--- src/rtl/sha256_core.sv ---
// -----------------------------------------------------------------------------
// sha256_core
//   Single-block SHA-256 compression engine. One round runs on each clock edge.
//   The controller loads a 512-bit block plus a 256-bit chaining value. The core
//   then runs ROUNDS rounds and one finalisation edge that adds the chaining
//   value back in. After that it pulses 'complete' for one cycle with the new
//   digest.
//
// Ports
//   clk       in   1    clock, rising edge
//   n_rst     in   1    asynchronous, active-low reset
//   start     in   1    begin compression; sampled only while idle
//   clear     in   1    synchronous abort back to idle (wins over start)
//   block_in  in   512  message block, [511:480] = W0 ... [31:0] = W15
//   h_in      in   256  chaining value, [255:224] = H0 ... [31:0] = H7
//   busy      out  1    high while a block is in progress
//   complete  out  1    one-cycle pulse, digest has just been updated
//   digest    out  256  result, [255:224] = H0' ... [31:0] = H7'
//
// Handshake: start acts as 'valid' and !busy acts as 'ready'. A start seen on an
// edge where busy is low (and clear is low) is accepted, and block_in/h_in are
// captured on that edge. A start while busy is dropped, not queued. complete
// is asserted in the idle cycle that follows a block, so a start in that cycle
// is accepted and gives back-to-back blocks.
// -----------------------------------------------------------------------------
module sha256_core #(
    parameter int ROUNDS = 64
) (
    input  logic         clk,
    input  logic         n_rst,
    input  logic         start,
    input  logic         clear,
    input  logic [511:0] block_in,
    input  logic [255:0] h_in,
    output logic         busy,
    output logic         complete,
    output logic [255:0] digest
);

    localparam logic [1:0] S_IDLE  = 2'd0;
    localparam logic [1:0] S_ROUND = 2'd1;
    localparam logic [1:0] S_FINAL = 2'd2;

    localparam logic [5:0] LAST_ROUND = 6'(ROUNDS - 1);

    localparam logic [31:0] K [0:63] = '{
        32'h428a2f98, 32'h71374491, 32'hb5c0fbcf, 32'he9b5dba5,
        32'h3956c25b, 32'h59f111f1, 32'h923f82a4, 32'hab1c5ed5,
        32'hd807aa98, 32'h12835b01, 32'h243185be, 32'h550c7dc3,
        32'h72be5d74, 32'h80deb1fe, 32'h9bdc06a7, 32'hc19bf174,
        32'he49b69c1, 32'hefbe4786, 32'h0fc19dc6, 32'h240ca1cc,
        32'h2de92c6f, 32'h4a7484aa, 32'h5cb0a9dc, 32'h76f988da,
        32'h983e5152, 32'ha831c66d, 32'hb00327c8, 32'hbf597fc7,
        32'hc6e00bf3, 32'hd5a79147, 32'h06ca6351, 32'h14292967,
        32'h27b70a85, 32'h2e1b2138, 32'h4d2c6dfc, 32'h53380d13,
        32'h650a7354, 32'h766a0abb, 32'h81c2c92e, 32'h92722c85,
        32'ha2bfe8a1, 32'ha81a664b, 32'hc24b8b70, 32'hc76c51a3,
        32'hd192e819, 32'hd6990624, 32'hf40e3585, 32'h106aa070,
        32'h19a4c116, 32'h1e376c08, 32'h2748774c, 32'h34b0bcb5,
        32'h391c0cb3, 32'h4ed8aa4a, 32'h5b9cca4f, 32'h682e6ff3,
        32'h748f82ee, 32'h78a5636f, 32'h84c87814, 32'h8cc70208,
        32'h90befffa, 32'ha4506ceb, 32'hbef9a3f7, 32'hc67178f2
    };

    function automatic logic [31:0] ror(input logic [31:0] x, input int n);
        return (x >> n) | (x << (32 - n));
    endfunction

    logic [1:0]   state_q;
    logic [5:0]   t_q;
    logic [255:0] h_q;
    logic [31:0]  a_q, b_q, c_q, d_q, e_q, f_q, g_q, hh_q;
    // Sliding schedule window: w_q[0] is always W[t] for the current round.
    logic [31:0]  w_q [0:15];

    logic [31:0]  t1, t2, w_next;
    logic [31:0]  big_s0, big_s1, ch, maj, sm_s0, sm_s1;

    always_comb begin
        big_s1 = ror(e_q, 6) ^ ror(e_q, 11) ^ ror(e_q, 25);
        big_s0 = ror(a_q, 2) ^ ror(a_q, 13) ^ ror(a_q, 22);
        ch     = (e_q & f_q) ^ (~e_q & g_q);
        maj    = (a_q & b_q) ^ (a_q & c_q) ^ (b_q & c_q);
        t1     = hh_q + big_s1 + ch + K[t_q] + w_q[0];
        t2     = big_s0 + maj;
        sm_s0  = ror(w_q[1], 7) ^ ror(w_q[1], 18) ^ (w_q[1] >> 3);
        sm_s1  = ror(w_q[14], 17) ^ ror(w_q[14], 19) ^ (w_q[14] >> 10);
        w_next = sm_s1 + w_q[9] + sm_s0 + w_q[0];
    end

    assign busy = (state_q != S_IDLE);

    always_ff @(posedge clk or negedge n_rst) begin
        if (!n_rst) begin
            state_q  <= S_IDLE;
            t_q      <= '0;
            h_q      <= '0;
            a_q      <= '0;
            b_q      <= '0;
            c_q      <= '0;
            d_q      <= '0;
            e_q      <= '0;
            f_q      <= '0;
            g_q      <= '0;
            hh_q     <= '0;
            complete <= 1'b0;
            digest   <= '0;
            for (int i = 0; i < 16; i++) w_q[i] <= '0;
        end else if (clear) begin
            // Abort: working state is left as-is; it is reloaded on the next start.
            state_q  <= S_IDLE;
            complete <= 1'b0;
        end else begin
            case (state_q)
                S_IDLE: begin
                    complete <= 1'b0;
                    if (start) begin
                        h_q   <= h_in;
                        a_q   <= h_in[255:224];
                        b_q   <= h_in[223:192];
                        c_q   <= h_in[191:160];
                        d_q   <= h_in[159:128];
                        e_q   <= h_in[127:96];
                        f_q   <= h_in[95:64];
                        g_q   <= h_in[63:32];
                        hh_q  <= h_in[31:0];
                        for (int i = 0; i < 16; i++) w_q[i] <= block_in[511 - 32*i -: 32];
                        t_q     <= '0;
                        state_q <= S_ROUND;
                    end
                end
                S_ROUND: begin
                    a_q  <= t1 + t2;
                    b_q  <= a_q;
                    c_q  <= b_q;
                    d_q  <= c_q;
                    e_q  <= d_q + t1;
                    f_q  <= e_q;
                    g_q  <= f_q;
                    hh_q <= g_q;
                    for (int i = 0; i < 15; i++) w_q[i] <= w_q[i+1];
                    w_q[15] <= w_next;
                    t_q     <= t_q + 6'd1;
                    if (t_q == LAST_ROUND) state_q <= S_FINAL;
                end
                S_FINAL: begin
                    digest <= {h_q[255:224] + a_q, h_q[223:192] + b_q,
                               h_q[191:160] + c_q, h_q[159:128] + d_q,
                               h_q[127:96]  + e_q, h_q[95:64]   + f_q,
                               h_q[63:32]   + g_q, h_q[31:0]    + hh_q};
                    complete <= 1'b1;
                    state_q  <= S_IDLE;
                end
                default: begin
                    state_q  <= S_IDLE;
                    complete <= 1'b0;
                end
            endcase
        end
    end

endmodule
--- config.mk ---
export PLATFORM = sky130hd
export DESIGN_NAME = sha256_core
export DESIGN_NICKNAME = d
export VERILOG_FILES = /design/src/rtl/sha256_core.sv
export SDC_FILE = /design/constraint.sdc
export NUM_CORES = 2
export LEC_CHECK = 0
export CAP_MARGIN = 20
export CORE_AREA = 2 2 405 407
export CTS_CLUSTER_DIAMETER = 50
export DETAILED_ROUTE_END_ITERATION = 16
export DIE_AREA = 0 0 407 409
export PLACE_DENSITY = 0.76
export SLEW_MARGIN = 20
export SYNTH_ARGS = -nofsm -noshare
export SYNTH_HDL_FRONTEND = slang
export SYNTH_SLANG_ARGS = --single-unit
--- constraint.sdc ---
create_clock -name clk -period 14.95 [get_ports clk]
set_clock_uncertainty 0.2 [all_clocks]
set_input_delay 3.7375 -clock clk [delete_from_list [all_inputs] [get_ports clk]]
set_output_delay 3.7375 -clock clk [all_outputs]
set_load 0.03 [all_outputs]
==> results.md <==
Run status:
- The flow ran to the end, and the final reports show no timing, DRC or antenna violations.

Timing:
- The final-report max-slew violation count is 0.
- Setup repair after global routing left no endpoint under its margin.
- Setup total negative slack on the finished layout was measured at 0 ns.
- The fmax is 0.101 GHz.
- Setup violations remaining at the end of the flow were counted as 0.
- The final hold violation count is 0.
- Of the available clock period, the critical path in the final layout requires 66.1%.
- The minimum clock period after layout is 9.88 ns.
- The worst max-slew margin expressed relative to the limit is 20.7%.
- The worst-margin pin slew is 1.19 ns.

Floorplanning:
- The width of the die is 407 µm.
- 1030 I/O pins were placed.
- The total core area is 162000 µm².
- The die height is 409 µm.
- The die covers 166000 µm².
- For this configuration, the core starts out at a cell density of 50.0%.
- In this run the core area contains 148 standard-cell rows.

CTS:
- The longest clock path from root to sink contains 3 buffers.
- The clock drives 1289 sinks.
- The H-tree was split into 4 levels.
- The number of gates given a new drive strength after cts is 0.
- The tree is rooted in a sky130_fd_sc_hd__clkbuf_16.
- TritonCTS built the clock tree.
- Clock-pin slew was measured on the worst setup and hold paths at 0.05 ns.
- The number of hold buffers added after CTS is 0.
- At the later pin of the worst-skew pair, clock insertion delay measures 0.84 ns.
- The total CTS buffers is 159.
- Buffers added to address setup during post-CTS repair amount to 0.

GRT:
- The aggregate global routing overflow is 0.
- Global routing consumed, over all layers together, 38.3% of the routing resources.
- The initial antenna violation count is 87.
- The first-pass GRT wire length is 469 mm.
- The largest net degree at the start of global routing is 254.
- The number of global-route vias before repair is 70400.

Cells and area:
- The post-route netlist has 6.64% of its cells at a drive strength greater than 1.
- The number of nets in the final layout is 11400.
- The count of filler cells inserted in the layout is 14000.
- The area added between synthesis and finish is 21.2%.

Drt:
- The iteration count of the initial detailed-routing pass is 7.
- The number of vias per cell is 5.93.
- In this run the remaining antenna-violating nets after routing total 0.
- For this block, the routed nets add up to 326 mm of wire.
- In the final routed layout, each cell accounts on average for 26.2 µm.
- The final route contains 73600 vias.
- The final routed DRC violation total is 0.
- The detailed router finished its first iteration with 7940 violations.

Synth:
- The proportion of synthesized chip area in sequential cells is 39.8%.
- The synthesized instance count is 9382.
- The top cell type by area accounts for 39.8% of the synthesized area.
- The number of distinct library cells after synthesis is 90.
- The cell taking the most area after synthesis is sky130_fd_sc_hd__dfrtp_1.
- Synthesis produced a netlist with a net count of 10700.
- The Yosys step of the flow raised 0 warnings.
- The average cell area after synthesis is 8.63 µm².
- The netlist area before placement is 81000 µm².
- Counting flops with an async set or reset pin after synthesis yields a share of 100%.
- Counting flops with a built-in enable in the synthesized netlist gives 0.
- Ranked by total cell area, the synthesized netlist is headed by sky130_fd_sc_hd__dfrtp_1 40%, sky130_fd_sc_hd__nand2_1 8.8%, sky130_fd_sc_hd__ha_1 6.1%.
- The most common flop cell mapped by yosys is sky130_fd_sc_hd__dfrtp_1.
- Counting flops and latches in the post-synthesis netlist gives 1289.

Worst setup path:
- The number of buffers and inverters on the critical path is 4.
- In this run the worst path has a maximum fanout of 18.
- STA classifies the critical path startpoint as a register.
- On the worst path, the slowest cell contributes a delay of 0.83 ns.
- The worst setup path is captured at a register.
- STA puts the critical path data arrival time at 10.39 ns.
- The instance count on the critical path is 36.
- The slowest library cell on the worst path is sky130_fd_sc_hd__ha_1.
- The critical path in this run is classified as register to register.
- Counting cells, the worst reg-to-reg path comes to 36.
- For the worst setup path, the data required time is 15.46 ns.
- The family of cells with the greatest summed delay on the critical path is compound AO/OA/AOI/OAI gates.

Placement:
- The count of input and output buffers is 1029.
- The placed wire-length estimate is 255 mm.
- The congestion estimate from routability-driven global placement came to 0.997.

Worst hold path:
- The worst hold path was traced through 2 stages.
- The type of the tightest min-delay check is register to register.

Run:
- The reported max-cap violation count is 0.
state kept, by name, indices dropped and copies added (netlist names):
signal and flops:
t_q 6, hh_q 32, b_q 32, d_q 32
a_q 32, digest 256, h_q 256, complete 1
c_q 32, g_q 32, state_q 2, w_q 512
f_q 32, e_q 32
synthesized netlist by cell type, types with 35 or more instances:
cell                          n
sky130_fd_sc_hd__nand2_1   1894
sky130_fd_sc_hd__dfrtp_1   1289
sky130_fd_sc_hd__nor2_1     958
sky130_fd_sc_hd__a31oi_1    726
sky130_fd_sc_hd__clkbuf_1   576
sky130_fd_sc_hd__o21ai_0    515
sky130_fd_sc_hd__inv_1      493
sky130_fd_sc_hd__ha_1       395
sky130_fd_sc_hd__a21oi_1    392
sky130_fd_sc_hd__xnor2_1    329
sky130_fd_sc_hd__mux2_2     280
sky130_fd_sc_hd__xor2_1     254
sky130_fd_sc_hd__a21o_1     216
sky130_fd_sc_hd__fa_1       197
sky130_fd_sc_hd__nor3_1      74
sky130_fd_sc_hd__nand3_1     69
sky130_fd_sc_hd__nand2b_1    58
sky130_fd_sc_hd__o21bai_1    56
sky130_fd_sc_hd__o21a_1      51
sky130_fd_sc_hd__a211oi_1    36
sky130_fd_sc_hd__and3_1      35
sky130_fd_sc_hd__nor2b_1     35
area by class of cell:
type	instances	area, µm²	share of cell area [%]
multi-input cells	6993	44600	45.5
flip-flops and latches	1289	32300	32.9
repair buffers	1098	11000	11.2
clock buffers	211	4510	4.59
well taps	2175	2720	2.77
inverters	495	1860	1.89
clock inverters	79	1030	1.05
diodes	68	170	0.173
cell usage in the layout, fill, tap and decap left out, types with 31 or more instances in the layout:
cell / count
sky130_fd_sc_hd__a31oi_1: 726
sky130_fd_sc_hd__fa_1: 197
sky130_fd_sc_hd__a211oi_1: 36
sky130_fd_sc_hd__nand2_1: 1894
sky130_fd_sc_hd__nor3_1: 74
sky130_fd_sc_hd__dfrtp_1: 1286
sky130_fd_sc_hd__xor2_1: 254
sky130_fd_sc_hd__ha_1: 395
sky130_fd_sc_hd__o21a_1: 50
sky130_fd_sc_hd__nor2b_1: 33
sky130_fd_sc_hd__and3_1: 35
sky130_fd_sc_hd__nand3_1: 69
sky130_fd_sc_hd__clkbuf_16: 161
sky130_fd_sc_hd__mux2_2: 280
sky130_fd_sc_hd__diode_2: 68
sky130_fd_sc_hd__o31ai_1: 31
sky130_fd_sc_hd__o21bai_1: 56
sky130_fd_sc_hd__nor2_1: 958
sky130_fd_sc_hd__xnor2_1: 329
sky130_fd_sc_hd__nand4_1: 34
sky130_fd_sc_hd__nand2b_1: 56
sky130_fd_sc_hd__clkdlybuf4s50_1: 1028
sky130_fd_sc_hd__buf_4: 56
sky130_fd_sc_hd__a21o_1: 216
sky130_fd_sc_hd__o21ai_0: 515
sky130_fd_sc_hd__a21oi_1: 392
sky130_fd_sc_hd__or3_1: 31
sky130_fd_sc_hd__inv_1: 493
metal layers:
layer	vias to the layer above	track usage [%]	part of all wire, %
met2	3504	59.7	46
met5	-	0	0.057
met4	28	22.2	6.4
met1	36000	49.7	39
met3	763	7.37	8.2
li1	33300	-	-
kinds of logic after synthesis:
family	Yosys count	synth area share, %
and+or+nand+nor	3261	16.3
DFF	1289	39.8
muxes	297	4.18
xor gates and xnor gates	584	6.33
adders and majority gates	595	11.0
buffers and inverters	1100	5.10
AOI/OAI and AO/OA	2256	17.3
through the flow:
stage	hold slack, ns	setup slack [ns]	instances	instance area [µm²]	util (%)
after CTS	0.279	5.24	12300	98000	60.5
after global routing	0.298	4.46	12400	98100	60.6
after floorplan	0.249	6.98	9382	81000	-
after global placement	0.256	5.35	12100	92500	57.1
final	0.275	5.07	12400	98200	60.6
after detailed placement	0.265	5.28	12100	92500	57.1
tightest hold or removal path: stages (launching register included):
cell and delay (ns):
sky130_fd_sc_hd__dfrtp_1 0.34, sky130_fd_sc_hd__nand2_1 0.05, sky130_fd_sc_hd__o21ai_0 0.06
worst paths after layout:
kind | startpoint | endpoint | slack [ns]
max | t_q[0] | a_q[31] | 5.07
min | digest[132] | digest[132] | 0.28
max reg2reg | t_q[0] | a_q[31] | 5.07
min reg2reg | digest[132] | digest[132] | 0.28
max in group asynchronous | n_rst | w_q[242] | 9.62
min in group asynchronous | n_rst | digest[142] | 2.70
Power is not shown: default switching activity piles up to over one toggle a cycle in this logic, so the estimate is an artifact.
